[config.mk]
export PLATFORM = sky130hd
export DESIGN_NAME = repsub_divider_8bit
export DESIGN_NICKNAME = d
export VERILOG_FILES = /design/src/rtl/repsub_divider_8bit.sv
export SDC_FILE = /design/constraint.sdc
export NUM_CORES = 1
export LEC_CHECK = 0
export CORE_MARGIN = 8
export CORE_UTILIZATION = 45
export DETAILED_ROUTE_END_ITERATION = 12
export PLACE_DENSITY = 0.77
export REMOVE_ABC_BUFFERS = 1
export SLEW_MARGIN = 10
export SYNTH_ARGS = -nofsm -noshare
export SYNTH_HDL_FRONTEND = slang
export SYNTH_SLANG_ARGS = --single-unit
[constraint.sdc]
create_clock -name i_clk -period 5.13 [get_ports i_clk]
set_clock_uncertainty 0.1 [all_clocks]
set_input_delay 1.026 -clock i_clk [delete_from_list [all_inputs] [get_ports i_clk]]
set_output_delay 1.026 -clock i_clk [all_outputs]
set_load 0.05 [all_outputs]
[src/rtl/repsub_divider_8bit.sv]
// rtl/repsub_divider_8bit.sv - repeated-subtraction quotient/remainder unit with start/done handshake
// Define SIGNED_DIV_EN for two's-complement operands (truncating division on magnitudes).
module repsub_divider_8bit #(
  parameter int WIDTH = 8
) (
  input  logic             i_clk,
  input  logic             i_rst,
  input  logic             i_start,
  input  logic [WIDTH-1:0] i_dividend,
  input  logic [WIDTH-1:0] i_divisor,
  output logic             o_busy,
  output logic             o_done,
  output logic [WIDTH-1:0] o_quotient,
  output logic [WIDTH-1:0] o_remainder,
  output logic             o_div0
);

  localparam logic [1:0] S_IDLE = 2'd0;
  localparam logic [1:0] S_SUB  = 2'd1;
  localparam logic [1:0] S_DONE = 2'd2;

  localparam logic [WIDTH-1:0] ONE = {{(WIDTH-1){1'b0}}, 1'b1};

  logic [1:0]       state;
  logic [WIDTH-1:0] rem;
  logic [WIDTH-1:0] dvs;
  logic [WIDTH-1:0] quo;
  logic             div0_q;

  logic             divisor_zero;
  logic             can_sub;
  logic [WIDTH-1:0] rem_diff;
  logic [WIDTH-1:0] quo_inc;
  logic [WIDTH-1:0] dividend_mag;
  logic [WIDTH-1:0] divisor_mag;
  logic [WIDTH-1:0] quo_final;
  logic [WIDTH-1:0] rem_final;

  assign divisor_zero = (i_divisor == '0);

  // The compare guards the subtractor, so rem - dvs never underflows.
  assign can_sub  = (rem >= dvs);
  assign rem_diff = rem - dvs;
  assign quo_inc  = quo + ONE;

`ifdef SIGNED_DIV_EN
  logic sign_q;
  logic sign_r;

  // The most negative value's magnitude fits as an unsigned WIDTH-bit number.
  assign dividend_mag = i_dividend[WIDTH-1] ? (~i_dividend + ONE) : i_dividend;
  assign divisor_mag  = i_divisor[WIDTH-1]  ? (~i_divisor + ONE)  : i_divisor;
  assign quo_final    = sign_q ? (~quo + ONE) : quo;
  assign rem_final    = sign_r ? (~rem + ONE) : rem;

  always_ff @(posedge i_clk or posedge i_rst) begin
    if (i_rst) begin
      sign_q <= 1'b0;
      sign_r <= 1'b0;
    end else if (state == S_IDLE && i_start) begin
      sign_q <= i_dividend[WIDTH-1] ^ i_divisor[WIDTH-1];
      sign_r <= i_dividend[WIDTH-1];
    end
  end
`else
  assign dividend_mag = i_dividend;
  assign divisor_mag  = i_divisor;
  assign quo_final    = quo;
  assign rem_final    = rem;
`endif

  always_ff @(posedge i_clk or posedge i_rst) begin
    if (i_rst) begin
      state  <= S_IDLE;
      rem    <= '0;
      dvs    <= '0;
      quo    <= '0;
      div0_q <= 1'b0;
    end else begin
      case (state)
        S_IDLE: begin
          if (i_start) begin
            dvs <= divisor_mag;
            if (divisor_zero) begin
              // Divide-by-zero skips SUB and reports the raw dividend.
              quo    <= '1;
              rem    <= i_dividend;
              div0_q <= 1'b1;
              state  <= S_DONE;
            end else begin
              quo    <= '0;
              rem    <= dividend_mag;
              div0_q <= 1'b0;
              state  <= S_SUB;
            end
          end
        end
        S_SUB: begin
          if (can_sub) begin
            rem <= rem_diff;
            quo <= quo_inc;
          end else begin
            rem   <= rem_final;
            quo   <= quo_final;
            state <= S_DONE;
          end
        end
        S_DONE: begin
          state <= S_IDLE;
        end
        default: begin
          state <= S_IDLE;
        end
      endcase
    end
  end

  assign o_busy      = (state == S_SUB);
  assign o_done      = (state == S_DONE);
  assign o_quotient  = quo;
  assign o_remainder = rem;
  assign o_div0      = div0_q;

endmodule

==> results of run 1 <==
## critical path: cells and delay by family (launching register included)
| kind | cells | cell delay [ns] |
|---|---|---|
| buffers and inverters | 2 | 1.14 |
| flip-flops | 1 | 0.40 |
| AND/OR/NAND/NOR | 1 | 0.39 |
## cells by family after synthesis
family          synth area share (%)
simple gates                    19.1
mux                             1.78
compound gates                  24.2
flops                           40.1
buf+inv                         5.87
fa+ha+maj                       7.88
xor+xnor                        1.04
## flip-flops by register name, indices dropped and copies added (netlist names)
signal	cells
state	2
o_quotient	8
o_remainder	8
o_div0	1
dvs	8
## per-stage QoR
step	hold WS (ns)	util, %	instances
floorplan	0.350	-	182
global placement	0.366	57.2	267
detailed placement	0.367	57.2	267
CTS	0.391	58.5	271
global route	0.438	58.5	271
finish	0.388	58.5	271
## cells in the final DEF (no fill, tap or decap), drive strengths merged, types with 3 or more instances in the layout
master,n
a211oi,3
a21oi,11
a31oi,5
and3,4
clkbuf,3
clkdlybuf4s50,37
dfrtp,27
ha,9
inv,17
mux2i,3
nand2,25
nand2b,5
nand3,7
nor2,11
nor3,5
o21ai,22
o311ai,3
## layer usage
layer / GRT usage (%) / vias up
met4: 5.66 / 0
met1: 18.8 / 686
met3: 2.45 / 4
met5: 0 / -
li1: - / 742
met2: 21.1 / 43
## Yosys cell counts, types with 2 or more instances
| cell | count | area [sq um] |
|---|---|---|
| nand2b_1 | 5 | 31.3 |
| inv_1 | 16 | 60.1 |
| o21bai_1 | 2 | 15.0 |
| a21oi_1 | 11 | 55.1 |
| nand2_1 | 24 | 90.1 |
| a31oi_1 | 5 | 31.3 |
| dfrtp_1 | 27 | 676 |
| mux2i_1 | 3 | 30.0 |
| o21ai_0 | 16 | 80.1 |
| nor3_1 | 4 | 20.0 |
| buf_6 | 2 | 22.5 |
| clkbuf_1 | 2 | 7.51 |
| nor4_1 | 2 | 12.5 |
| ha_1 | 9 | 113 |
| nor2b_1 | 2 | 12.5 |
| a211oi_2 | 2 | 25.0 |
| o211ai_1 | 2 | 15.0 |
| nor2_1 | 11 | 41.3 |
| o21ai_2 | 5 | 43.8 |
| and3_1 | 4 | 25.0 |
| o22ai_1 | 2 | 12.5 |
| nand3_1 | 7 | 35.0 |
| o311ai_0 | 3 | 26.3 |
## worst paths after layout
| check | cells past startpoint | to | slack [ns] | startpoint |
|---|---|---|---|---|
| max | 3 | o_busy | 1.80 | state[1]$_DFFE_PP0P_ |
| min | 2 | dvs[0]$_DFFE_PP0P_ | 0.39 | dvs[0]$_DFFE_PP0P_ |
| max reg2reg | 9 | o_remainder[5]$_DFFE_PP0P_ | 2.40 | o_remainder[0]$_DFFE_PP0P_ |
| min reg2reg | 2 | dvs[0]$_DFFE_PP0P_ | 0.39 | dvs[0]$_DFFE_PP0P_ |
| max in group asynchronous | 2 | o_quotient[5]$_DFFE_PP0P_ | 3.10 | i_rst |
| min in group asynchronous | 2 | o_div0$_DFFE_PP0P_ | 1.20 | i_rst |
## cell type report
cell class	count	share of cell area, %
multi-input combinational	138	42.8
sequential	27	31.8
timing repair buffer	37	17.4
inverter	17	3.00
tap	48	2.83
clock buffer	3	1.94
clock inverter	1	0.235
==> flow_metrics.tcl, run 1 <==
set metrics [dict create \
    status "finished clean" \
    drtIter0Drc 79 \
    dieArea_sq_um 5960 \
    dpl.hpwl_mm 3.01 \
    finalCritPeriodShare_pct 64.9 \
    root_buffer "clkbuf_8" \
    maxCapViolCount 0 \
    tightest_slew_ns 1.14 \
    slowest_delay_ns 0.84 \
    firstDrtPassIters 6 \
    num_rows 22 \
    synth-edff-count 0 \
    hp-class "flip-flop to flip-flop" \
    grt_pass1_wl_mm 6.91 \
    wl_met2_mm 1.78 \
    synth_cells 187 \
    route.met3.wl_um 199 \
    crit_type "flip-flop to output pin" \
    hold_viol 0 \
    clk_pin_slew_ns 0.09 \
    grt_antenna_before_repair 0 \
    cts_buffer_depth 2 \
    highest_layer "met4" \
    antenna_cells 0 \
    synthArstFlopShare_pct 100 \
    io_buffers 37 \
    synth_warnings 0 \
    drc 0 \
    place_congestion 0.819 \
    rsz0062_at_grt "no" \
    ys_seq_area_share_pct 40.1 \
    ys_types 44 \
    overflow 0 \
    cts_resized 0 \
    cts_buffers 3 \
    regArea_sq_um 676 \
    design_area_sq_um 2130 \
    drt-met1-wl_mm 2.01 \
    max_clock_freq_mhz 300 \
    synth.ff_latch_count 27 \
    nFillCells 340 \
    grt_start_max_net_pins 28 \
    drive_above_1_share_pct 8.52 \
    htree_levels 1 \
    cp.arrival_ns 2.21 \
    core_sq_um 3630 \
    cp_slowest_cell "clkdlybuf4s50_1" \
    clkLatencyLatePin_ns 0.27 \
    die_h_um 77.2 \
    cp_cell_sequence "nand2b_1 > inv_2 > clkdlybuf4s50_1" \
    endpoint_kind "output pin" \
    cp-start-kind "flip-flop" \
    dp_worst_setup_slack_ns 1.66 \
    nets 253 \
    clock_sinks 27 \
    drv_slew 0 \
    start_util_pct 46.3 \
    syn_avg_cell_area_sq_um 9.01 \
    wl_per_cell_um 15.0 \
    synthToLayoutAreaGrowth_pct 26.2 \
    multiInputGateArea_sq_um 910 \
    finalSetupTns_ns 0 \
    placed_area_sq_um 2080 \
    min_period_ns 3.33 \
    crit_required_ns 4.00 \
    setup_viol 0 \
    ant_nets 0 \
    grt_pass1_vias 1465 \
    routed_wirelength_mm 4.06 \
    grt_usage_pct 13.9 \
    ys.flop_type "dfrtp_1" \
    vias 1475 \
    cts_tree "built" \
    syn-cell-area_sq_um 1680 \
    setup_ws_ns 1.80 \
    cts_setup_buffers 0 \
    vias_per_cell 5.44 \
    cts_hold_buf 0 \
    dieWidth_um 77.2 \
    top_level_ports 38 \
    cp_max_fo 12 \
    relSlewSlack_pct 23.6 \
]
Power of run 1 is not shown: default switching activity piles up to over one toggle a cycle in this logic, so the estimate is an artifact.
==> run 2: changes to the inputs <==
clock period = 3.4 ns   (was 5.13 ns; I/O delays follow)
==> run 2 against run 1 <==
Against the previous run: register-to-register slack worse by 1.7 ns; global-route usage is 0.34 points lower; count of clock-buffer cells in the layout stayed put; sequential share of layout area is 0.33 points lower; critical path type unchanged; critical endpoint unchanged.
==> flow_metrics.tcl, run 2 (synthesis results as in run 1) <==
set metrics [dict create \
    top_level_ports 38 \
    cp_cell_sequence "nand2b_1 > inv_2 > clkdlybuf4s50_1" \
    hp-class "flip-flop to flip-flop" \
    max_clock_freq_mhz 336 \
    dieWidth_um 77.2 \
    die_h_um 77.2 \
    crit_buf_inv 2 \
    htree_levels 1 \
    cts_hold_buf 0 \
    r2r_cells 9 \
    synthToLayoutAreaGrowth_pct 27.6 \
    cts_buffer_depth 2 \
    cp_max_fo 12 \
    finalCritPeriodShare_pct 87.5 \
    endpoint_kind "output pin" \
    grt_antenna_before_repair 0 \
    drive_above_1_share_pct 9.73 \
    antenna_cells 0 \
    layout_commonest_cell "clkdlybuf4s50_1" \
    peakVddDrop_v 0.000609 \
    cp.depth 3 \
    place_congestion 0.807 \
    slowest_delay_ns 0.84 \
    grt_usage_pct 13.5 \
    wl_per_cell_um 14.7 \
    cp-start-kind "flip-flop" \
    crit_end "o_busy" \
    cts_tree "built" \
    ant_nets 0 \
    grt_pass1_wl_mm 6.82 \
    cts_setup_buffers 0 \
    r2r_start "o_remainder[0]$_DFFE_PP0P_" \
    relSlewSlack_pct 48.9 \
    status "finished clean" \
    rsz0062_at_grt "no" \
    r2r_end "o_quotient[7]$_DFFE_PP0P_" \
    start_util_pct 46.3 \
    finalSetupTns_ns 0 \
    nFillCells 332 \
    grt_pass1_vias 1458 \
    cp_slowest_cell "clkdlybuf4s50_1" \
    crit_required_ns 2.62 \
    core_sq_um 3630 \
    dpl.hpwl_mm 3.02 \
    min_period_ns 2.98 \
    overflow 0 \
    firstDrtPassIters 4 \
    mostFrequentLayoutCells "37 x clkdlybuf4s50_1, 27 x dfrtp_1, 24 x nand2_1, 16 x inv_1, 16 x o21ai_0" \
    clkLatencyLatePin_ns 0.27 \
    root_buffer "clkbuf_8" \
    power_leakage_uw 0.000932 \
    nets 256 \
    drtIter0Drc 91 \
    grt_start_max_net_pins 28 \
    setup_viol 0 \
    maxCapViolCount 0 \
    clk_pin_slew_ns 0.09 \
    power.density_nw_per_um2 1170 \
    tightest_slew_ns 0.766 \
    critPathTopFamily "buffers and inverters" \
    rrSetupSlack_ns 0.69 \
    cp.arrival_ns 2.20 \
    crit_type "flip-flop to output pin" \
    critPathLaunch "state[1]$_DFFE_PP0P_" \
    drv_slew 0 \
    num_rows 22 \
    cts_resized 0 \
    io_buffers 37 \
    dp_worst_setup_slack_ns 0.716 \
    routed_wirelength_mm 4.02 \
    vias 1507 \
    hold_viol 0 \
    setup_ws_ns 0.424 \
    vias_per_cell 5.50 \
    clock_sinks 27 \
    drc 0 \
    dieArea_sq_um 5960 \
    cts_buffers 3 \
]
run 2: cell types whose count changed in the layout (fill, tap and decap cells not counted):
cell   delta
buf_4     +3
run 2: area by class of cell:
cell class              instances  area [sq um]  share of cell area (%)
multi-input cells             138           910                    42.3
flip-flops and latches         27           676                    31.5
repair buffers                 40           393                    18.3
inverters                      17          63.8                    2.97
well taps                      48          60.1                    2.80
clock buffers                   3          41.3                    1.92
clock inverters                 1          5.00                   0.233
run 2: where the power goes:
part | internal, uW | leakage [uW] | switching [uW]
logic | 657 | 0.000570 | 1120
clock network | 82.2 | 0.0000255 | 102
registers | 457 | 0.000336 | 96.7
run 2: how the worst min path moves through the flow:
stage / cells past startpoint / start / slack, ns / to
floorplan: 2 / dvs[0]$_DFFE_PP0P_ / 0.35 / dvs[0]$_DFFE_PP0P_
global placement: 2 / dvs[0]$_DFFE_PP0P_ / 0.36 / dvs[0]$_DFFE_PP0P_
detailed placement: 2 / o_div0$_DFFE_PP0P_ / 0.38 / o_div0$_DFFE_PP0P_
CTS: 2 / o_div0$_DFFE_PP0P_ / 0.40 / o_div0$_DFFE_PP0P_
global route: 2 / o_div0$_DFFE_PP0P_ / 0.42 / o_div0$_DFFE_PP0P_
finish: 2 / dvs[0]$_DFFE_PP0P_ / 0.40 / dvs[0]$_DFFE_PP0P_
run 2: tightest hold or removal path: stages (launching register included):
cell	delay [ns]
dfrtp_1	0.36
nand2_1	0.05
nand2_1	0.06
run 2: metal layers:
metal / vias to the layer above / wire length [um] / global-route usage, %
met2: 47 / 1720 / 19.9
met4: 0 / 55 / 4.53
met5: - / 0 / 0
met3: 5 / 235 / 2.80
li1: 756 / - / -
met1: 699 / 2010 / 19.1
run 2: per-stage QoR:
step / cells / power [uW] / cell area, sq um / hold WS (ns) / util (%)
3_3_place_gp: 270 / 2310 / 2100 / 0.363 / 57.9
2_1_floorplan: 182 / 1880 / 1650 / 0.350 / -
4_1_cts: 274 / 2520 / 2150 / 0.398 / 59.1
6_report: 274 / 2520 / 2150 / 0.395 / 59.1
5_1_grt: 274 / 2720 / 2150 / 0.425 / 59.1
3_5_place_dp: 270 / 2330 / 2100 / 0.377 / 57.9
No activity file was read; power rests on OpenSTA's default activity.
